File: config.mk
export PLATFORM = sky130hd
export DESIGN_NAME = pll_phase_stepper
export DESIGN_NICKNAME = d
export VERILOG_FILES = /design/src/rtl/pll_phase_stepper.sv
export SDC_FILE = /design/constraint.sdc
export NUM_CORES = 1
export LEC_CHECK = 0
export ABC_AREA = 1
export CAP_MARGIN = 0
export CELL_PAD_IN_SITES_DETAIL_PLACEMENT = 2
export CELL_PAD_IN_SITES_GLOBAL_PLACEMENT = 2
export CORE_MARGIN = 4
export CORE_UTILIZATION = 32
export CTS_CLUSTER_DIAMETER = 100
export DETAILED_ROUTE_END_ITERATION = 8
export GPL_TIMING_DRIVEN = 0
export PLACE_DENSITY_LB_ADDON = 0.1
export SYNTH_ARGS = -nofsm -noshare
export SYNTH_HDL_FRONTEND = slang
export SYNTH_SLANG_ARGS = --single-unit
File: constraint.sdc
create_clock -name clk -period 4.43 [get_ports clk]
set_clock_uncertainty 0.15 [all_clocks]
set_input_delay 0.6645 -clock clk [delete_from_list [all_inputs] [get_ports clk]]
set_output_delay 0.6645 -clock clk [all_outputs]
set_load 0.005 [all_outputs]
File: src/rtl/pll_phase_stepper.sv
// Dynamic phase-shift sequencer for the ECP5 EHXPLLL phasesel/phasedir/phasestep pins.
// Define PLL_PHASE_LOADREG_EN to add a phaseloadreg pulse (LOAD state) after each sequence.
module pll_phase_stepper #(
    parameter int STEP_W       = 8,
    parameter int POS_W        = 8,
    parameter int SETUP_CYCLES = 1,
    parameter int PULSE_CYCLES = 1,
    parameter int GAP_CYCLES   = 1
`ifdef PLL_PHASE_LOADREG_EN
    ,
    parameter int LOAD_CYCLES  = 1
`endif
) (
    input  logic                 clk,
    input  logic                 rst,
    input  logic                 locked,
    input  logic                 req_valid,
    output logic                 req_ready,
    input  logic [1:0]           req_sel,
    input  logic                 req_dir,
    input  logic [STEP_W-1:0]    req_steps,
    output logic                 busy,
    output logic                 done,
    output logic                 err,
    output logic [4*POS_W-1:0]   pos,
    output logic [1:0]           phasesel,
    output logic                 phasedir,
    output logic                 phasestep,
    output logic                 phaseloadreg
);

    localparam int CNT_W = 16;
    localparam logic [CNT_W-1:0] SETUP_LAST = CNT_W'(SETUP_CYCLES - 1);
    localparam logic [CNT_W-1:0] PULSE_LAST = CNT_W'(PULSE_CYCLES - 1);
    localparam logic [CNT_W-1:0] GAP_LAST   = CNT_W'(GAP_CYCLES - 1);
`ifdef PLL_PHASE_LOADREG_EN
    localparam logic [CNT_W-1:0] LOAD_LAST  = CNT_W'(LOAD_CYCLES - 1);
`endif

    typedef enum logic [2:0] {
        S_IDLE  = 3'd0,
        S_SETUP = 3'd1,
        S_PULSE = 3'd2,
        S_GAP   = 3'd3,
        S_DONE  = 3'd4
`ifdef PLL_PHASE_LOADREG_EN
        ,
        S_LOAD  = 3'd5
`endif
    } state_t;

    state_t             state_q, state_d;
    logic [CNT_W-1:0]   cnt_q, cnt_d;
    logic [STEP_W-1:0]  rem_q, rem_d;
    logic               lost_q, lost_d;
    logic [1:0]         phasesel_q, phasesel_d;
    logic               phasedir_q, phasedir_d;
    logic               phasestep_q, phasestep_d;
    logic               done_q, done_d;
    logic               err_q, err_d;
    logic [POS_W-1:0]   pos_q [4];
    logic [POS_W-1:0]   pos_d [4];
    logic               accept;
    logic               step_end;
    logic               abort;

    assign req_ready = (state_q == S_IDLE) & locked & ~rst;
    assign accept    = req_valid & req_ready;
    assign step_end  = (state_q == S_PULSE) && (cnt_q == PULSE_LAST);

    // State register
    always_ff @(posedge clk) begin
        if (rst) begin
            state_q     <= S_IDLE;
            cnt_q       <= '0;
            rem_q       <= '0;
            lost_q      <= 1'b0;
            phasesel_q  <= '0;
            phasedir_q  <= 1'b0;
            phasestep_q <= 1'b0;
            done_q      <= 1'b0;
            err_q       <= 1'b0;
            for (int i = 0; i < 4; i++) begin
                pos_q[i] <= '0;
            end
        end else begin
            state_q     <= state_d;
            cnt_q       <= cnt_d;
            rem_q       <= rem_d;
            lost_q      <= lost_d;
            phasesel_q  <= phasesel_d;
            phasedir_q  <= phasedir_d;
            phasestep_q <= phasestep_d;
            done_q      <= done_d;
            err_q       <= err_d;
            for (int i = 0; i < 4; i++) begin
                pos_q[i] <= pos_d[i];
            end
        end
    end

    // Next-state logic; a pulse in flight always completes before an abort
    always_comb begin
        state_d = state_q;
        abort   = 1'b0;
        unique case (state_q)
            S_IDLE: begin
                if (accept) begin
                    state_d = (req_steps == '0) ? S_DONE : S_SETUP;
                end
            end
            S_SETUP: begin
                if (!locked) begin
                    state_d = S_DONE;
                    abort   = 1'b1;
                end else if (cnt_q == SETUP_LAST) begin
                    state_d = S_PULSE;
                end
            end
            S_PULSE: begin
                if (cnt_q == PULSE_LAST) begin
                    if (lost_q || !locked) begin
                        state_d = S_DONE;
                        abort   = 1'b1;
                    end else begin
                        state_d = S_GAP;
                    end
                end
            end
            S_GAP: begin
                if (!locked) begin
                    state_d = S_DONE;
                    abort   = 1'b1;
                end else if (cnt_q == GAP_LAST) begin
                    if (rem_q != '0) begin
                        state_d = S_PULSE;
                    end else begin
`ifdef PLL_PHASE_LOADREG_EN
                        state_d = S_LOAD;
`else
                        state_d = S_DONE;
`endif
                    end
                end
            end
`ifdef PLL_PHASE_LOADREG_EN
            S_LOAD: begin
                if (cnt_q == LOAD_LAST) begin
                    state_d = S_DONE;
                    abort   = lost_q || !locked;
                end
            end
`endif
            S_DONE: begin
                state_d = S_IDLE;
            end
            default: begin
                state_d = S_IDLE;
            end
        endcase
    end

    // Datapath: dwell counter, remaining steps, lock-loss latch, positions
    always_comb begin
        cnt_d      = cnt_q;
        rem_d      = rem_q;
        lost_d     = lost_q;
        phasesel_d = phasesel_q;
        phasedir_d = phasedir_q;
        pos_d      = pos_q;
        if (state_q == S_IDLE || state_d != state_q) begin
            cnt_d = '0;
        end else begin
            cnt_d = cnt_q + CNT_W'(1);
        end
        if (accept) begin
            rem_d      = req_steps;
            lost_d     = 1'b0;
            phasesel_d = req_sel;
            phasedir_d = req_dir;
        end
        if (!locked && state_q == S_PULSE) begin
            lost_d = 1'b1;
        end
`ifdef PLL_PHASE_LOADREG_EN
        if (!locked && state_q == S_LOAD) begin
            lost_d = 1'b1;
        end
`endif
        if (step_end) begin
            rem_d = rem_q - STEP_W'(1);
            if (phasedir_q) begin
                pos_d[phasesel_q] = pos_q[phasesel_q] - POS_W'(1);
            end else begin
                pos_d[phasesel_q] = pos_q[phasesel_q] + POS_W'(1);
            end
        end
    end

    // Output logic: registered from the upcoming state
    always_comb begin
        phasestep_d = (state_d == S_PULSE);
        done_d      = (state_d == S_DONE);
        err_d       = (state_d == S_DONE) && abort;
    end

`ifdef PLL_PHASE_LOADREG_EN
    logic phaseloadreg_q, phaseloadreg_d;

    always_comb begin
        phaseloadreg_d = (state_d == S_LOAD);
    end

    always_ff @(posedge clk) begin
        if (rst) begin
            phaseloadreg_q <= 1'b0;
        end else begin
            phaseloadreg_q <= phaseloadreg_d;
        end
    end

    assign phaseloadreg = phaseloadreg_q;
`else
    assign phaseloadreg = 1'b0;
`endif

    assign busy      = (state_q != S_IDLE);
    assign done      = done_q;
    assign err       = err_q;
    assign phasesel  = phasesel_q;
    assign phasedir  = phasedir_q;
    assign phasestep = phasestep_q;

    for (genvar g = 0; g < 4; g++) begin : g_pos
        assign pos[g*POS_W +: POS_W] = pos_q[g];
    end

endmodule

==> results.json <==
{
  "synthArstFlopShare_pct": 0,
  "wire_length_of_the_first_global_routing_pass_um": 24570,
  "filler_cell_count": 1486,
  "timing.critical_path.fanout_max": 4,
  "avgViaCountPerCell": 5.116,
  "drive_gt1_share_pct": 10.83,
  "clock-root-buffer": "clkbuf_16",
  "timing.slew.headroom_pct": 54.37,
  "totalWireLength_um": 14770,
  "wl_per_cell_um": 17.98,
  "clock_tree_from_tritoncts": "yes",
  "multiInputGateArea_um2": 2162,
  "yosys_most_used_dff": "dfxtp_1",
  "cts.path.max_buffers": 2,
  "synth.avg_cell_area_um2": 6.513,
  "cp.arrival_ps": 2060,
  "cp-end-kind": "output pin",
  "crit_required_ps": 3620,
  "cts-buffers-inserted": 9,
  "worst_hold_path_type": "register to register",
  "first_pass_iters": 4,
  "critical_path_class": "input port to output pin",
  "leakage_nw": 2.148,
  "gr-total-overflow": 0,
  "first_global_vias": 4731,
  "detailedRoute.firstIterationViolations": 166,
  "via_count": 4200,
  "worst_tran_pin_value_ps": 684.5,
  "cts.hold.buffers_added": 0,
  "finalWeightedCongestion": 0.8649,
  "floorplan.initialDensity_pct": 32.75,
  "cap_violations": 0,
  "syn-num-nets": 624,
  "period_share_pct": 64.83,
  "total_nets_final": 689,
  "detail-route-antenna-nets": 0,
  "synth_enable_flop_cells": 0,
  "die_height_um": 118.9,
  "comb_power_share_pct": 9.5,
  "clkSinkCount": 66,
  "ios": 56,
  "core_region_area_um2": 12010,
  "vdd_ir_drop_max_mv": 0.2369,
  "powerDensity_nw_per_um2": 305.9,
  "hold_violations": 0,
  "cell_type_contributing_the_most_total_cell_area_after_synthesis": "dfxtp_1",
  "share_of_synthesized_area_occupied_by_flip_flops_and_latches_pct": 33.59,
  "mapped_cells": 604,
  "dp_hpwl_um": 10890,
  "power.net_switching_mw": 0.3882,
  "place_worst_setup_slack_ps": 1554,
  "finalMaxSlewViolations": 0,
  "synth_seq_cells": 66,
  "seq_power_share_pct": 39.9,
  "post-cts-setup-buffers": 0,
  "hold_slack_ps": 335.2,
  "clock.fmax_mhz": 348.2,
  "clock_power_share_pct": 50.6,
  "insertion_delay_ps": 350,
  "area_post_placement_um2": 4658,
  "synth.yosys.warnings": 0,
  "synthesis.area_um2": 3934,
  "worstSetupStartpointType": "input port",
  "detail_route.drc_violations": 0,
  "total_power_mw": 1.521,
  "track_usage_pct": 21.93,
  "floorplan.die_area_um2": 14130,
  "swShare_pct": 25.52,
  "grt_antenna_before_repair": 0,
  "post-route-min-period_ps": 2872,
  "ctsResizeCount": 0,
  "status": "completed",
  "top_cells_by_area_synth": "dfxtp_1 34%, nand2_1 14%, nand3_1 7.5%, inv_1 7.1%, nor2_1 7.1%",
  "finish.instance_area_um2": 4974,
  "setup_viol": 0,
  "post-route-worst-setup-slack_ps": 1558,
  "rsz0062_at_grt": "false",
  "fp.dieW_um": 118.9,
  "port-buffer-count": 54,
  "row_count": 40,
  "grt_max_degree": 12,
  "worst_setup_hold_path_clk_slew_ps": 60,
  "layout.cells.most_common_list": "148 x nand2_1, 74 x nor2_1, 74 x inv_1",
  "fin_setup_tns_ps": 0,
  "seq_area_um2": 1321,
  "internal-power_mw": 1.133,
  "area.growth.synth_to_final_pct": 26.43,
  "num_antenna_cells": 0,
  "ys_types": 34,
  "yosys.area.top_type_share_pct": 33.59,
  "commonest_non_fill_non_tap_cell_in_the_layout": "nand2_1",
  "cts_max_level": 3
}
[cell families after synthesis]
kind of cell | share of synthesized area, %
compound gates | 9.510
other cells | 0.09533
buf+inv | 11.45
xor+xnor | 3.785
simple gates | 39.98
fa+ha+maj | 1.590
flops | 33.59
[area by class of cell]
type / count / share of cell area (%)
flip-flops and latches: 66 / 26.57
repair buffers: 54 / 10.87
clock buffers: 12 / 5.358
well taps: 147 / 3.698
clock inverters: 4 / 0.9811
inverters: 78 / 5.937
plain buffers: 23 / 3.120
multi-input cells: 437 / 43.47
[critical path, stage by stage]
cell and delay (ps):
clkdlybuf4s50_1 480, inv_1 110, nor3_4 260, clkdlybuf4s50_1 540
[power by group through the flow]
stage	sequential, mW	combinational [mW]	clock (mW)
5_1_grt	0.608	0.161	0.810
4_1_cts	0.607	0.147	0.786
3_3_place_gp	0.620	0.140	0
2_1_floorplan	0.619	0.0853	0
6_report	0.607	0.144	0.770
3_5_place_dp	0.620	0.145	0
[Yosys cell counts (2+ instances only)]
master and count:
nand2_1 148, inv_1 74, nor2_1 74, dfxtp_1 66
nand3_1 59, a21oi_1 33, o21ai_0 32, xor2_1 14
nand4_1 12, nor3_1 11, nor3_2 11, nand2_2 9
nor2_2 9, buf_2 7, buf_6 7, clkbuf_1 7
ha_1 5, nand3_2 4, inv_2 3, xnor2_1 3
a31oi_1 2, buf_4 2
[metal layers]
metal,wire length [µm],GRT usage (%),vias to the layer above
li1,-,-,2053
met2,7653,41.03,55
met4,279,6.300,0
met3,490,4.179,20
met1,6342,25.20,2072
met5,0,0,-
[flip-flops by register name (all words and copies together), names as in the netlist, named ones only]
register / cells
lost_q: 1
done: 1
cnt_q: 16
phasedir: 1
phasestep: 1
pos: 28
state_q: 3
rem_q: 8
phasesel: 2
err: 1
[path summary, 6_finish.rpt]
check | end | cells after the start | slack (ps) | start
min | lost_q | 2 | 340 | lost_q
max | req_ready | 4 | 1560 | locked
min reg2reg | lost_q | 2 | 340 | lost_q
max reg2reg | pos[6] | 13 | 1900 | phasesel[0]
[through the flow]
step,utilization [%],std cells
2_1_floorplan,-,604
3_3_place_gp,38.78,805
3_5_place_dp,38.78,805
4_1_cts,41.41,821
5_1_grt,41.41,821
6_report,41.41,821
(Power assumes the default switching activity.)
